File: config.mk
export PLATFORM = sky130hd
export DESIGN_NAME = image_uart_sender
export DESIGN_NICKNAME = d
export VERILOG_FILES = /design/src/rtl/image_uart_sender.sv
export SDC_FILE = /design/constraint.sdc
export NUM_CORES = 1
export LEC_CHECK = 0
export BUFFER_PORTS_ARGS = -buffer_cell sky130_fd_sc_hd__buf_2
export CAP_MARGIN = 20
export CORE_MARGIN = 5
export CORE_UTILIZATION = 45
export DETAILED_ROUTE_END_ITERATION = 10
export PLACE_DENSITY = 0.62
export SYNTH_ARGS = -nofsm -noshare
export SYNTH_HDL_FRONTEND = slang
export SYNTH_SLANG_ARGS = --single-unit
File: constraint.sdc
create_clock -name clk_in -period 5.1 [get_ports clk_in]
set_clock_uncertainty 0.15 [all_clocks]
set_input_delay 0.51 -clock clk_in [delete_from_list [all_inputs] [get_ports clk_in]]
set_output_delay 0.51 -clock clk_in [all_outputs]
set_load 0.01 [all_outputs]
File: src/rtl/image_uart_sender.sv
// rtl/image_uart_sender.sv - streams a stored greyscale image from BRAM as 8N1 UART bytes
//
// Reads NUM_PIXELS bytes from the image BRAM read port, pixel 0 first, and
// shifts each one out on tx_out as start bit, 8 data bits LSB first, stop bit.
//
// Ports:
//   clk_in    - system clock, single domain
//   rst_in    - synchronous active-high reset
//   start_in  - one-cycle request to send the whole image (ignored while busy)
//   addr_out  - BRAM read address
//   pixel_in  - BRAM read data, valid READ_LATENCY cycles after the address
//   busy_out  - high while a transfer is in progress
//   done_out  - one-cycle pulse in the cycle after the final stop bit
//   tx_out    - UART line, idles high

module image_uart_sender #(
    parameter int CLOCKS_PER_BAUD = 50,
    parameter int NUM_PIXELS      = 16384,
    parameter int ADDR_WIDTH      = 14,
    parameter int READ_LATENCY    = 2
) (
    input  logic                  clk_in,
    input  logic                  rst_in,
    input  logic                  start_in,
    output logic [ADDR_WIDTH-1:0] addr_out,
    input  logic [7:0]            pixel_in,
    output logic                  busy_out,
    output logic                  done_out,
    output logic                  tx_out
);

    localparam int BAUD_W  = (CLOCKS_PER_BAUD > 1) ? $clog2(CLOCKS_PER_BAUD) : 1;
    localparam int FETCH_W = $clog2(READ_LATENCY + 2);

    localparam logic [BAUD_W-1:0]     BAUD_LAST  = BAUD_W'(CLOCKS_PER_BAUD - 1);
    localparam logic [FETCH_W-1:0]    FETCH_LAST = FETCH_W'(READ_LATENCY);
    localparam logic [ADDR_WIDTH-1:0] ADDR_LAST  = ADDR_WIDTH'(NUM_PIXELS - 1);
    localparam logic [ADDR_WIDTH-1:0] ADDR_ONE   = ADDR_WIDTH'(1);

    typedef enum logic [2:0] {
        IDLE,
        FETCH,
        START,
        DATA,
        STOP
    } state_t;

    state_t              state;
    logic [BAUD_W-1:0]   baud_cnt;
    logic [FETCH_W-1:0]  fetch_cnt;
    logic [2:0]          bit_cnt;
    logic [7:0]          shift_reg;
    logic                baud_last;

    assign baud_last = (baud_cnt == BAUD_LAST);

    // tx_out is registered, so every transition sets the line level that the
    // new state drives from its very first cycle.
    always_ff @(posedge clk_in) begin
        if (rst_in) begin
            state     <= IDLE;
            addr_out  <= '0;
            busy_out  <= 1'b0;
            done_out  <= 1'b0;
            tx_out    <= 1'b1;
            baud_cnt  <= '0;
            fetch_cnt <= '0;
            bit_cnt   <= '0;
            shift_reg <= '0;
        end else begin
            done_out <= 1'b0;
            case (state)
                IDLE: begin
                    tx_out <= 1'b1;
                    if (start_in) begin
                        addr_out  <= '0;
                        busy_out  <= 1'b1;
                        fetch_cnt <= '0;
                        baud_cnt  <= '0;
                        state     <= FETCH;
                    end
                end

                // Address is held READ_LATENCY+1 cycles: full BRAM latency
                // plus one margin cycle before the data is captured.
                FETCH: begin
                    tx_out <= 1'b1;
                    if (fetch_cnt == FETCH_LAST) begin
                        shift_reg <= pixel_in;
                        baud_cnt  <= '0;
                        tx_out    <= 1'b0;
                        state     <= START;
                    end else begin
                        fetch_cnt <= fetch_cnt + 1'b1;
                    end
                end

                START: begin
                    if (baud_last) begin
                        baud_cnt <= '0;
                        bit_cnt  <= '0;
                        tx_out   <= shift_reg[0];
                        state    <= DATA;
                    end else begin
                        baud_cnt <= baud_cnt + 1'b1;
                    end
                end

                // shift_reg[0] is always the bit currently on the line.
                DATA: begin
                    if (baud_last) begin
                        baud_cnt <= '0;
                        if (bit_cnt == 3'd7) begin
                            bit_cnt <= '0;
                            tx_out  <= 1'b1;
                            state   <= STOP;
                        end else begin
                            bit_cnt   <= bit_cnt + 1'b1;
                            shift_reg <= {1'b0, shift_reg[7:1]};
                            tx_out    <= shift_reg[1];
                        end
                    end else begin
                        baud_cnt <= baud_cnt + 1'b1;
                    end
                end

                STOP: begin
                    tx_out <= 1'b1;
                    if (baud_last) begin
                        baud_cnt <= '0;
                        if (addr_out == ADDR_LAST) begin
                            addr_out <= '0;
                            busy_out <= 1'b0;
                            done_out <= 1'b1;
                            state    <= IDLE;
                        end else begin
                            addr_out  <= addr_out + ADDR_ONE;
                            fetch_cnt <= '0;
                            state     <= FETCH;
                        end
                    end else begin
                        baud_cnt <= baud_cnt + 1'b1;
                    end
                end

                default: begin
                    state  <= IDLE;
                    tx_out <= 1'b1;
                end
            endcase
        end
    end

endmodule

[Word-level counts from Yosys, hierarchy flattened]
Cells that the tools add are included.
W data, S select, Z words.
Word-level totals
  output and inout port bits: 17
  input bits: 11
  word-level logic and storage cells: 88
  register bits after elaboration: 39
Operators by class
  eq/ne operators: 18
  reduce and logical (&&, ||, !) cells: 16
  bitwise gates (word level): 2
  add/sub/neg operators: 4
  multiplexer cells: 39
Operators with widths (count)
  $mux W14: 3
  $pmux W14 S2: 1
  $mux W3: 9
  $mux W8: 3
  $ne A2 B2 Y1 const B: 10
  $mux W6: 3
  $pmux W6 S3: 1
  $pmux W8 S2: 1
  $pmux W3 S5: 1
  $add A14 B1 Y14 const B: 1
  $eq A14 B14 Y1 const B: 1
  $mux W1: 9
  $reduce_and A3 Y1: 3
  $mux W2: 4
  $reduce_and A4 Y1: 2
  $add A6 B1 Y6 const B: 1
  $eq A3 B2 Y1 const B: 2
  $eq A3 B3 Y1 const B: 2
  $eq A6 B6 Y1 const B: 1
  $pmux W2 S3: 1
  $pmux W3 S2: 1
  $reduce_and A6 Y1: 1
  $reduce_bool A2 Y1: 3
  $reduce_bool A3 Y1: 2
  other kinds (11): 13

[Depth between registers and ports, before layout]
  depth in word-level cells: 4
  depth in mapped cells: 8
  depth with buffers taken out: 7

[Worst setup path before layout]
Ideal clock, no wire load.
  path kind: flip-flop to flip-flop
  start point: register addr_out[4]
  end point: register addr_out[11]
  cell stages (with the launch flop): 7
  slack: 3189 ps
  arrival: 1639 ps
  period minus slack after synthesis: 1911 ps
  buffers on the path: 1
  setup time: 122 ps
  data required time: 4828 ps
  path through: dfxtp_1 nand4_2 nor4_4 nor2_1 buf_2 nor2_1 nor2_1
Between the ends
  word-level cells in the longest chain between the ends: 4
  elaborated cells between the ends (all ways): 5
  classes of those cells: add/sub (1); eq/ne (1); mux (3)
Ends and longest elaborated chain
  start: declaration: line 25  | output logic [ADDR_WIDTH-1:0] addr_out,
  start signal: assignment: line 137  | addr_out <= addr_out + ADDR_ONE;
  $add A14 B1 Y14 / $eq A14 B14 Y1 (equally long branches): line 137, 131
  $mux W14 *: line 131  | if (addr_out == ADDR_LAST) begin
  $mux W14 *: line 129  | if (baud_last) begin
  $pmux W14 S2 *: line 72  | case (state)
Every way passes the cells marked *; elsewhere a longest branch is shown, timed or not. The select of a mux whose other input is x is not followed.
A chain may end at the register's enable or synchronous reset.

[Final worst setup path]
  start point: register state[2]
  end point: register addr_out[12]
Between the ends
  word-level cells in the longest chain between the ends: 3
  elaborated cells between the ends (all ways): 7
  classes of those cells: eq/ne (3); mux (1); reduce/logical (3)
Ends and longest elaborated chain
  start: declaration: line 48  | state_t state;
  start signal: assignment: line 61  | state <= IDLE;
  start signal: assignment: line 80  | state <= FETCH;
  start signal: assignment: line 92  | state <= START;
  $eq A3 B3 Y1 / $logic_not A3 Y1 (equally long branches): line 72
  $ne A2 B2 Y1 (no line) / $reduce_bool A2 Y1 (equally long branches)
  $reduce_and A3 Y1 (no line)
Several ways; a longest one is shown, not always the timed one.

==> reports/qor.yml <==
run_status:
  status: "completed"
routing:
  viasPerCell: 5.59
  first_pass_iters: 4
  dr_total_vias: 1817
  drc: 0
  drt_iter0_markers: 119
  drt-wirelength-per-cell_um: 13.7
  drtAntennaViolNets: 0
  wirelength_mm: 4.46
place:
  hpwlAfterDp_mm: 3.20
  place_area_sq_um: 2190
  portBuffers: 27
  place_congestion: 0.795
  dp.cells: 317
synthesis:
  post-synth-top-area-cell: "dfxtp_1"
  synth_adder_area_share_pct: 3.67
  synth.area.top_cells: "dfxtp_1, nor2_1, nand2_1, nand3_1, a311oi_1"
  synth_top_area_share_pct: 38.1
  synth_top_family_by_area: "simple AND/OR/NAND/NOR gates"
  synth-edff-count: 0
  postSynthCellCount: 249
  synth_flop_cell: "dfxtp_1"
  ys_ff_latch: 39
  muxShareOfSynthArea_pct: 3.00
  async_reset_ff_share_pct: 0
  syn_area_sq_um: 2050
  synth_cell_types: 47
  yosysWarnings: 0
  synth.yosys.seq_area_share_pct: 38.1
  synth-xor-area-share_pct: 3.42
  synth_compound_area_share_pct: 17.2
  synth-simple-area-share_pct: 31.2
  syn_avg_cell_area_sq_um: 8.22
  syn-num-nets: 266
cells_and_area:
  ff_latch_area_sq_um: 781
  antennaDiodeCount: 0
  final_cells: 325
  num-nets-final: 289
  largest_reg_flops: 14
  nFillCells: 429
  area_growth_pct: 12.1
  multi_input_area_sq_um: 1200
  fin_area_sq_um: 2290
  final_util_pct: 52.3
  layout-drive-gt1-share_pct: 15.4
min_path:
  hold_path.class: "reg2reg"
  worstHoldPathCells: 2
  holdPathEnd: "bit_cnt[2]"
  hp-start: "bit_cnt[2]"
clock_tree:
  insertion_delay_ns: 0.28
  cts_root_buf: "clkbuf_8"
  cts_buffers: 5
  postCtsSetupRepairBufs: 0
  cts_hold_buf: 0
  cts_tree: "yes"
  htreeDepth: 2
  path_clk_slew_ns: 0.07
  ctsResizeCount: 0
  clk_path_buf_depth: 2
  clock-sinks: 39
worst_setup_path:
  crit_fanout: 16
  reg2reg_from: "state[2]"
  critPathKind: "reg2reg"
  required_ns: 5.16
  crit_path_end_kind: "flip-flop"
  reg2reg_to: "addr_out[12]"
  cp-start-kind: "flip-flop"
  arrival_ns: 2.59
  cp_cell_sequence: "nor3b_4, nand2b_1, nor2_1, nand2_1, o31ai_1"
  slowest_delay_ns: 0.67
  reg2reg_depth: 5
  critPathSlowestCell: "dfxtp_1"
  reg2reg_slack_ns: 2.57
job:
  max_cap_violations: 0
timing:
  finalCriticalPeriod_ns: 2.53
  hold_viol_final: 0
  holdWs_ns: 0.310
  clock.fmax_mhz: 395
  finalCritPeriodShare_pct: 49.6
  relSlewSlack_pct: 44.2
  rsz0062_at_grt: "no"
  worst_pin_slew_ns: 0.834
  maxSlewViolCount: 0
  setup_viol: 0
  finalSetupTns_ns: 0
global_routing:
  globalRouteOverflowTotal: 0
  grt_pass1_wl_mm: 7.91
  antenna_found_initial: 0
  grt_max_degree: 27
  track_usage_pct: 15.6
  grt_pass1_vias: 1706
power:
  power_switching_share_pct: 23.9
  p_int_uw: 452
  pwr-share-clk_pct: 38.1
  p_leak_uw: 0.000852
  p_per_area_nw_per_um2: 259
  peakVddDrop_mv: 0.149
  p_seq_share_pct: 53.3
  combPwrFrac_pct: 8.6
  p_switching_uw: 142
floorplanning:
  initial_utilization_pct: 46.7
  die_width_um: 77.4
  dieArea_sq_um: 6000
  core_region_area_sq_um: 4380
  die_h_um: 77.4
  io_pins: 28
  rows: 24
critical path: cells and delay by family, from the launching register on:
family             cells  cell delay [ns]
DFF                    1             0.67
AOI/OAI and AO/OA      1             0.24
and+or+nand+nor        4             1.39
power by group through the flow:
stage | Sequential, uW | Combinational, uW | Clock, uW
final | 317 | 51.3 | 226
after global routing | 318 | 58.2 | 244
after CTS | 317 | 51.5 | 232
after detailed placement | 324 | 51.2 | 0
after global placement | 324 | 51.9 | 0
after floorplan | 321 | 40.9 | 0
synthesized netlist by cell type, types with 3 or more instances:
cell type   n
mux2i_1     5
nand3_1    18
a31oi_1     7
o21ai_0    15
a311oi_1    9
dfxtp_1    39
nor2b_1     5
nand2_1    26
clkbuf_1    4
a21oi_1    11
nor2_1     27
xnor2_1     4
nand2b_1    6
or3_1       3
ha_1        6
nand4_1     6
inv_1       4
buf_2       6
nor3_1     10
xor2_1      4
metal layers:
metal / GRT usage, % / part of all wire, % / vias up
met5: 0 / 0 / -
met4: 5.33 / 0.96 / 0
met3: 3.59 / 4.0 / 4
met2: 22.3 / 42 / 32
met1: 23.0 / 53 / 827
li1: - / - / 954
worst max path at each step:
stage | start | end
3_5_place_dp | state[2] | addr_out[12]
4_1_cts | state[2] | addr_out[12]
2_1_floorplan | addr_out[4] | addr_out[11]
5_1_grt | state[2] | addr_out[12]
6_report | state[2] | addr_out[12]
3_3_place_gp | state[2] | addr_out[12]
placed cells by master, fill, tap and decap left out, drive strengths merged, types with 8 or more instances in the layout:
| cell type | synthesis | routed |
|---|---|---|
| a311oi | 9 | 9 |
| clkbuf | 4 | 8 |
| buf | 7 | 27 |
| nor2 | 28 | 28 |
| nand2 | 26 | 26 |
| nand3 | 18 | 18 |
| o21ai | 15 | 15 |
| a21oi | 11 | 11 |
| nor3 | 10 | 10 |
| dfxtp | 39 | 39 |
logic make-up after synthesis:
logic type	after synthesis
buf+inv	15
compound gates	55
flops	39
simple gates	120
fa+ha+maj	6
xor+xnor	8
mux	6
metrics by stage:
| stage | setup WS (ns) | total power [uW] |
|---|---|---|
| final | 2.57 | 595 |
| after floorplan | 3.19 | 362 |
| after detailed placement | 2.58 | 375 |
| after global placement | 2.57 | 376 |
| after CTS | 2.56 | 601 |
| after global routing | 2.31 | 621 |
final cells by class:
class	count	area share, %
multi-input cells	195	52.2
clock buffers	8	4.36
flip-flops and latches	39	34.0
repair buffers	27	5.89
inverters	4	0.654
well taps	52	2.84
Note: power is estimated with default switching activity, not from simulation.
